===== src/rtl/fetch_if.sv =====
// Fetch-stage bus: decoder/controller side (master) drives Start, Halt,
// redirects, target index and LUT writes; the fetch unit (slave) returns
// the PC, fetch_valid, Done and the run-cycle counter.
interface fetch_if #(
  parameter int PC_W  = 10,
  parameter int CNT_W = 16
);
  logic             Start;
  logic             Halt;
  logic             jump_en;
  logic             branch_en;
  logic [4:0]       target_idx;
  logic             lut_we;
  logic [4:0]       lut_waddr;
  logic [PC_W-1:0]  lut_wdata;
  logic [PC_W-1:0]  PC;
  logic             fetch_valid;
  logic             Done;
  logic [CNT_W-1:0] cycle_count;

  modport master (
    output Start, Halt, jump_en, branch_en, target_idx,
           lut_we, lut_waddr, lut_wdata,
    input  PC, fetch_valid, Done, cycle_count
  );

  modport slave (
    input  Start, Halt, jump_en, branch_en, target_idx,
           lut_we, lut_waddr, lut_wdata,
    output PC, fetch_valid, Done, cycle_count
  );
endinterface


===== src/rtl/fetch_unit.sv =====
// Program counter / instruction fetch stage of the 9-bit processor.
// Sequences a run IDLE -> RUN -> DONE, redirects on jump/branch, stops on
// halt or when sequential fetch reaches MAX_ADDR, and counts RUN cycles.
// Optional feature: define JUMP_LUT_EN to replace PC-relative targets with
// a 32-entry absolute target LUT written through the lut_* bus fields.
module fetch_unit #(
  parameter int PC_W       = 10,
  parameter int START_ADDR = 0,
  parameter int MAX_ADDR   = 1023,
  parameter int CNT_W      = 16
) (
  input  logic     Clk,
  input  logic     Reset,
  fetch_if.slave   bus
);

  typedef enum logic [1:0] {IDLE, RUN, DONE} state_t;

  localparam logic [PC_W-1:0] START_PC = PC_W'(START_ADDR);
  localparam logic [PC_W-1:0] LAST_PC  = PC_W'(MAX_ADDR);

  state_t           state;
  logic [PC_W-1:0]  pc_r;
  logic             fetch_valid_r;
  logic             done_r;
  logic [CNT_W-1:0] cnt_r;
  logic [PC_W-1:0]  target;

  // Cycle counter saturates at all-ones instead of wrapping.
  function automatic logic [CNT_W-1:0] sat_inc(input logic [CNT_W-1:0] c);
    return (&c) ? c : c + CNT_W'(1);
  endfunction

  // PC plus sign-extended 5-bit offset; wraps modulo 2^PC_W.
  function automatic logic [PC_W-1:0] rel_target(input logic [PC_W-1:0] pc,
                                                 input logic [4:0] idx);
    logic signed [4:0]      off;
    logic signed [PC_W-1:0] off_ext;
    off     = $signed(idx);
    off_ext = {{(PC_W-5){off[4]}}, off};
    return pc + $unsigned(off_ext);
  endfunction

`ifdef JUMP_LUT_EN
  logic [PC_W-1:0] lut [32];

  // Target LUT: synchronous write in any state; read is combinational so a
  // same-cycle write to the index being jumped through still yields the old entry.
  always_ff @(posedge Clk) begin
    if (Reset) begin
      for (int i = 0; i < 32; i++) lut[i] <= '0;
    end else if (bus.lut_we) begin
      lut[bus.lut_waddr] <= bus.lut_wdata;
    end
  end

  assign target = lut[bus.target_idx];
`else
  logic unused_lut;
  assign unused_lut = ^{bus.lut_we, bus.lut_waddr, bus.lut_wdata};
  assign target     = rel_target(pc_r, bus.target_idx);
`endif

  // Run-control FSM with registered PC, status flags and cycle counter.
  always_ff @(posedge Clk) begin
    if (Reset) begin
      state         <= IDLE;
      pc_r          <= START_PC;
      fetch_valid_r <= 1'b0;
      done_r        <= 1'b0;
      cnt_r         <= '0;
    end else begin
      case (state)
        IDLE, DONE: begin
          if (bus.Start) begin
            state         <= RUN;
            pc_r          <= START_PC;
            cnt_r         <= '0;
            fetch_valid_r <= 1'b1;
            done_r        <= 1'b0;
          end
        end
        RUN: begin
          cnt_r <= sat_inc(cnt_r);
          if (bus.Halt) begin
            state         <= DONE;
            fetch_valid_r <= 1'b0;
            done_r        <= 1'b1;
          end else if (bus.jump_en || bus.branch_en) begin
            pc_r <= target;
          end else if (pc_r == LAST_PC) begin
            state         <= DONE;
            fetch_valid_r <= 1'b0;
            done_r        <= 1'b1;
          end else begin
            pc_r <= pc_r + PC_W'(1);
          end
        end
        default: begin
          state         <= IDLE;
          fetch_valid_r <= 1'b0;
          done_r        <= 1'b0;
        end
      endcase
    end
  end

  assign bus.PC          = pc_r;
  assign bus.fetch_valid = fetch_valid_r;
  assign bus.Done        = done_r;
  assign bus.cycle_count = cnt_r;

endmodule

===== src/flat_wrapper.sv =====
// flat-port wrapper written by rule: the top's interface ports become plain ports
module fetch_unit_flat 
#(
  parameter int PC_W       = 10,
  parameter int START_ADDR = 0,
  parameter int MAX_ADDR   = 1023,
  parameter int CNT_W      = 16
)
  (Clk, Reset, bus_Start, bus_Halt, bus_jump_en, bus_branch_en, bus_target_idx, bus_lut_we, bus_lut_waddr, bus_lut_wdata, bus_PC, bus_fetch_valid, bus_Done, bus_cycle_count);
  fetch_if #(.PC_W(PC_W), .CNT_W(CNT_W)) bus_i ();
  input  logic Clk;
  input  logic Reset;
  input wire logic [$bits(bus_i.Start)-1:0] bus_Start;
  input wire logic [$bits(bus_i.Halt)-1:0] bus_Halt;
  input wire logic [$bits(bus_i.jump_en)-1:0] bus_jump_en;
  input wire logic [$bits(bus_i.branch_en)-1:0] bus_branch_en;
  input wire logic [$bits(bus_i.target_idx)-1:0] bus_target_idx;
  input wire logic [$bits(bus_i.lut_we)-1:0] bus_lut_we;
  input wire logic [$bits(bus_i.lut_waddr)-1:0] bus_lut_waddr;
  input wire logic [$bits(bus_i.lut_wdata)-1:0] bus_lut_wdata;
  output wire logic [$bits(bus_i.PC)-1:0] bus_PC;
  output wire logic [$bits(bus_i.fetch_valid)-1:0] bus_fetch_valid;
  output wire logic [$bits(bus_i.Done)-1:0] bus_Done;
  output wire logic [$bits(bus_i.cycle_count)-1:0] bus_cycle_count;
  assign bus_i.Start = bus_Start;
  assign bus_i.Halt = bus_Halt;
  assign bus_i.jump_en = bus_jump_en;
  assign bus_i.branch_en = bus_branch_en;
  assign bus_i.target_idx = bus_target_idx;
  assign bus_i.lut_we = bus_lut_we;
  assign bus_i.lut_waddr = bus_lut_waddr;
  assign bus_i.lut_wdata = bus_lut_wdata;
  assign bus_PC = bus_i.PC;
  assign bus_fetch_valid = bus_i.fetch_valid;
  assign bus_Done = bus_i.Done;
  assign bus_cycle_count = bus_i.cycle_count;
  fetch_unit #(.PC_W(PC_W), .START_ADDR(START_ADDR), .MAX_ADDR(MAX_ADDR), .CNT_W(CNT_W)) u_core (.Clk(Clk), .Reset(Reset), .bus(bus_i));
endmodule

===== config.mk =====
export PLATFORM = sky130hd
export DESIGN_NAME = fetch_unit_flat
export DESIGN_NICKNAME = d
export VERILOG_FILES = /design/src/rtl/fetch_if.sv /design/src/rtl/fetch_unit.sv /design/src/flat_wrapper.sv
export SDC_FILE = /design/constraint.sdc
export NUM_CORES = 1
export LEC_CHECK = 0
export BUFFER_PORTS_ARGS = -buffer_cell sky130_fd_sc_hd__buf_4
export CAP_MARGIN = 20
export CORE_ASPECT_RATIO = 0.8
export CORE_MARGIN = 1
export CORE_UTILIZATION = 55
export DETAILED_ROUTE_END_ITERATION = 10
export PLACE_DENSITY = 0.85
export SLEW_MARGIN = 10
export SYNTH_ARGS = -nofsm -noshare
export SYNTH_HDL_FRONTEND = slang
export SYNTH_SLANG_ARGS = --single-unit

===== constraint.sdc =====
create_clock -name Clk -period 6.65 [get_ports Clk]
set_input_delay 0 -clock Clk [delete_from_list [all_inputs] [get_ports Clk]]
set_output_delay 0 -clock Clk [all_outputs]
set_load 0.01 [all_outputs]

==> Yosys cells after proc, flatten, opt, wreduce, memory -nomap -nowiden <==
Cells that the tools add are included.
W data, S select, Z words.
{ "totals": {"regBits": 30, "in_bits": 27, "wordCells": 48} }
{ "classes": {"n_addsub": 3, "n_eq_ne": 9, "mux": 23, "n_reduce_logical": 8} }
{ "op_table": {"columns": ["op", "n"], "rows": [
  ["$mux W10", 4],
  ["$mux W16", 2],
  ["$pmux W16 S2", 1],
  ["$pmux W10 S2", 1],
  ["$add A16 B1 Y16 const B", 1],
  ["$reduce_and A16 Y1", 1],
  ["$add A10 B1 Y10 const B", 1],
  ["$add A10 B10 Y10", 1],
  ["$eq A10 B10 Y1 const B", 1],
  ["$mux W1", 8],
  ["$mux W2", 4],
  ["$ne A2 B2 Y1 const B", 3],
  ["$ne A3 B2 Y1 const B", 2],
  ["$reduce_and A3 Y1", 2],
  ["$pmux W1 S2", 2],
  ["$pmux W2 S2", 1],
  ["$reduce_and A4 Y1", 1],
  ["$ne A3 B3 Y1 const B", 1],
  ["$eq A2 B1 Y1 const B", 1],
  ["$eq A2 B2 Y1 const B", 1],
  ["$logic_not A2 Y1", 1],
  ["$reduce_bool A2 Y1", 1],
  ["$reduce_or A2 Y1", 1],
  ["$logic_or A1 B1 Y1", 1]
]} }

==> Longest topological paths before layout <==
{ "logic_depth": {"word_depth": 5, "ltp_mapped": 10, "ltp_nobuf": 10} }

==> Worst setup path after synthesis <==
Ideal clock, no wire load.
{ "synth_path": {"path_type": "input -> register", "from": "input port bus_branch_en", "to": "register u_core.pc_r[9] (netlist: u_core.bus.PC[9])", "setup_ns": 0.116, "arrival_ns": 1.979, "slack_ns": 4.555, "path_stages": 8, "n_path_buf": 0, "path_cell_list": "or2_4 -> and2_1 -> ha_1 -> o21a_1 -> a21oi_2 -> o311a_1 -> or4_1 -> a31o_1"} }
{ "synth_between": {"elab_chain_len": 4} }
{ "synth_rtl": {"columns": ["element", "line", "text"], "rows": [
  ["start, declared", "flat_wrapper.sv:16", "input wire logic [$bits(bus_i.branch_en)-1:0] bus_branch_en;"],
  ["$logic_or A1 B1 Y1 (*)", "fetch_unit.sv:89", "end else if (bus.jump_en || bus.branch_en) begin"],
  ["$mux W10", "fetch_unit.sv:89", null],
  ["$mux W10", "fetch_unit.sv:85", "if (bus.Halt) begin"],
  ["$pmux W10 S2", "fetch_unit.sv:73", "case (state)"],
  ["end signal, assigned", "fetch_unit.sv:90", "pc_r <= target;"],
  ["end signal, assigned", "fetch_unit.sv:96", "pc_r <= pc_r + PC_W'(1);"],
  ["end, declared", "fetch_unit.sv:23", "logic [PC_W-1:0] pc_r;"]
]} }
Every way passes the cells marked *; elsewhere a longest branch is shown, timed or not. The select of a mux whose other input is x is not followed.
A chain may end at the register's enable or synchronous reset.

==> Final worst setup path <==
{ "layout_path": {"from": "register u_core.pc_r[0] (netlist: u_core.bus.PC[0])", "to": "register u_core.pc_r[6] (netlist: u_core.bus.PC[6])"} }
{ "layout_between": {"elab_chain_len": 5} }
{ "layout_rtl": {"columns": ["element", "line", "text"], "rows": [
  ["$add A10 B1 Y10", "fetch_unit.sv:96", null],
  ["$mux W10", "fetch_unit.sv:91", "end else if (pc_r == LAST_PC) begin"],
  ["$mux W10", "fetch_unit.sv:89", null],
  ["$mux W10", "fetch_unit.sv:85", null],
  ["$pmux W10 S2", "fetch_unit.sv:73", null]
]} }
Parallel ways exist; a longest one is shown, timed or not. The select of a mux whose other input is x is not followed.

==> run metrics <==
post-CTS setup buffers=0; Clock power frac=between 40% and 50%; die width=~65 um; Sequential Area=a little under 600 um^2; Net Sw Power=between 100 and 150 uW; Inserted Diodes=0; register share of total power=between 40 and 50%; Core Region=slightly below 0.003 mm^2; final non-filler cell area=0.002147 mm^2; total iterations of the first detailed-routing run=4; Switching Share=between 20% and 30%; sequential-to-total area share from yosys stat=roughly a third; CTS H-tree lvls=2; crit path time final=around 2.3 ns; fin cells=~280; CP delay by family, top=compound AO/OA/AOI/OAI gates; worst path cell trace=ha_1, inv_1, fa_1, nand2b_1, a21oi_1, mux2i_1, nand2_1, a311oi_1; hold_buf cts=0; clock sinks=29; power per cell area=183.2 mW/mm^2; Worst Path Required=6.85 ns; commonest non-fill, non-tap cell in the layout=buf_4; via/cell ratio=slightly below 6; internal power=~290 uW; DR vias=around 1700; Clock Latency Late Sink=between 0.2 and 0.3 ns; Starting Density=around 60%; RR Endpoint=u_core.bus.PC[6]; Remaining DRCs=0; gr usage total=~28%; post-synthesis register bit count=29; crit path kind=reg -> reg; clk slew on worst S/H paths=0.06 ns; CP Launch Type=register; synth top area cells=dfxtp_1, ha_1, nor2_1, xnor2_1, nand3_1; Top FF cell, synth=dfxtp_1; async set or reset register ratio after synthesis=0%; placed cell area=around 0.0020 mm^2; fmax=429.6 MHz; Final Cycle Share=35.00%; cells after synthesis=~210; buffers and inverters on the worst path=1; post-synth top area share=between 30% and 40%; GR Overflow Total=0; DRT Wirelength=around 4.2 mm; RSZ-0062 raised after global routing=no; Rows=17; Setup crit start=u_core.bus.PC[0]; Setup Total Neg Slack=0 ns; DP HPWL=2.913 mm; EDFF count, synth=0; first-iteration detailed-routing DRC count=140; final setup violating endpoints=0; # IOs=55; Synth area leader=dfxtp_1; GPL Wtd Cong=0.8176; Syn Area/Cell=roughly 8.5 um^2; Max stage delay on crit path=just over 0.4 ns; max_slew headroom=58.66%; YS warnings=0; area of the die=approximately 0.0034 mm^2; Final Max Slew Viols=0; Multi-input gate area=around 0.0011 mm^2; clock skew=about 0.0049 ns; vias in the first global route=~1500; cts repair resizes=0; largest net degree at the start of global routing=18; syn nets=~240; Arr. time, crit path=2.52 ns; Die Ht=approximately 53 um; CTS Buf Count=5; Hold Path Class=in -> reg; status=finished clean; commonest cells after routing, fill and taps aside=buf_4, dfxtp_1, nor2_1; final-report hold violation count=0; Synth cell types=56; RR Startpoint=u_core.bus.PC[0]; area grow syn2layout=22.14%; max capacitance violation total=0; global-route wire length before repair=between 7 and 8 mm; CP Max Fanout=4; Worst R2R Path Depth=8; Max VDD drop=0.0001233 V; crit end category=register; WP depth=8; Nets=approximately 280; CP endpoint=u_core.bus.PC[6]; post-route setup slack=approximately 4.3 ns; Placed Instances=roughly 280; Logic pwr share=between 10% and 20%; CTS tree=built; Leakage=roughly 0.00087 uW; # port buffers=38; clk buf depth=2; pre-CTS setup slack=~4.3 ns; share of post-route cells with drive strength above 1=between 20% and 30%; R2R Setup Slk=approximately 4.3 ns; Crit-path slowest cell=dfxtp_1; initial antenna violation count=0; drt wl/cell=about 15 um; root buffer cell=clkbuf_8; Layout fillers=between 200 and 250; Antenna Nets Post-Route=0; Cell Area, Synth=between 0.0015 and 0.002 mm^2; Worst-Margin Slew=~0.61 ns
[logic make-up (layout without fill, tap and decap cells)]
kind of cell    after synthesis  after routing  share of synthesized area, %
simple gates                 90             90                         27.83
compound gates               49             49                         20.93
flops                        29             29                         33.03
buf+inv                      15             54                         4.484
xor+xnor                     13             13                         6.477
fa+ha+maj                     8              8                         6.121
mux                           2              2                         1.139
[worst min-delay path by stage]
stage | start | end | slack (ns) | depth (start not counted)
after floorplan | bus_Start | u_core.state[1] | 0.23 | 3
after global placement | Reset | u_core.bus.PC[2] | 0.30 | 2
after detailed placement | Reset | u_core.bus.PC[2] | 0.31 | 2
after CTS | Reset | u_core.bus.PC[0] | 0.01 | 2
after global routing | Reset | u_core.bus.PC[6] | 0.03 | 2
final | Reset | u_core.bus.PC[0] | 0.02 | 2
[synth_stat cells (2+ instances only)]
| library cell | count |
|---|---|
| ha_1 | 7 |
| xor2_1 | 5 |
| and2_2 | 2 |
| nand2_1 | 15 |
| and4_1 | 4 |
| inv_1 | 7 |
| o21ba_2 | 2 |
| nor2_1 | 19 |
| a211o_1 | 2 |
| nand2b_1 | 5 |
| o31ai_1 | 3 |
| mux2i_1 | 2 |
| o21ai_0 | 6 |
| nand3_1 | 13 |
| a311oi_1 | 3 |
| nor4_1 | 2 |
| xnor2_1 | 8 |
| a211oi_1 | 6 |
| clkbuf_1 | 4 |
| nand4_1 | 4 |
| or3_1 | 5 |
| dfxtp_1 | 29 |
| nor3b_1 | 2 |
| and3_1 | 2 |
| and2_1 | 3 |
| o211ai_1 | 3 |
| a21oi_1 | 11 |
| nor3_1 | 4 |
[metal layers]
layer / up-vias / share of wire (%) / global-route usage (%)
li1: 832 / - / -
met1: 777 / 48 / 39.60
met2: 63 / 43 / 39.52
met3: 11 / 7.8 / 5.217
met4: 0 / 1.9 / 12.32
met5: - / 0 / 0
[power by group through the flow]
stage | combinational [uW] | clock (uW) | sequential, uW
4_1_cts | 49.3 | 162 | 182
3_3_place_gp | 47.7 | 0 | 186
2_1_floorplan | 32.9 | 0 | 186
6_report | 49.4 | 161 | 183
5_1_grt | 54.7 | 171 | 183
3_5_place_dp | 49.0 | 0 | 186
[final cells by class]
cell class | count | share of cell area, %
Timing Repair Buffer | 39 | 13.64
Clock inverter | 1 | 0.2331
Multi-Input combinational cell | 162 | 51.17
Sequential cell | 29 | 27.04
Tap cell | 38 | 2.214
Clock buffer | 7 | 4.487
Inverter | 7 | 1.224
[flip-flops by register name, summed over array words and instances, names as in the netlist]
signal / count
u_core.bus.cycle_count: 16
u_core.bus.PC: 10
u_core.state: 2
u_core.bus.fetch_valid: 1
[stage by stage]
stage | utilization, % | hold WS [ns] | total power, uW
global route | 74.22 | 0.02653 | 409.2
floorplan | - | 0.2339 | 219.3
detailed placement | 70.72 | 0.3102 | 235.1
CTS | 74.22 | 0.009769 | 393.8
global placement | 70.72 | 0.3035 | 233.7
finish | 74.22 | 0.01989 | 393.3
Note: power is estimated with default switching activity, not from simulation.
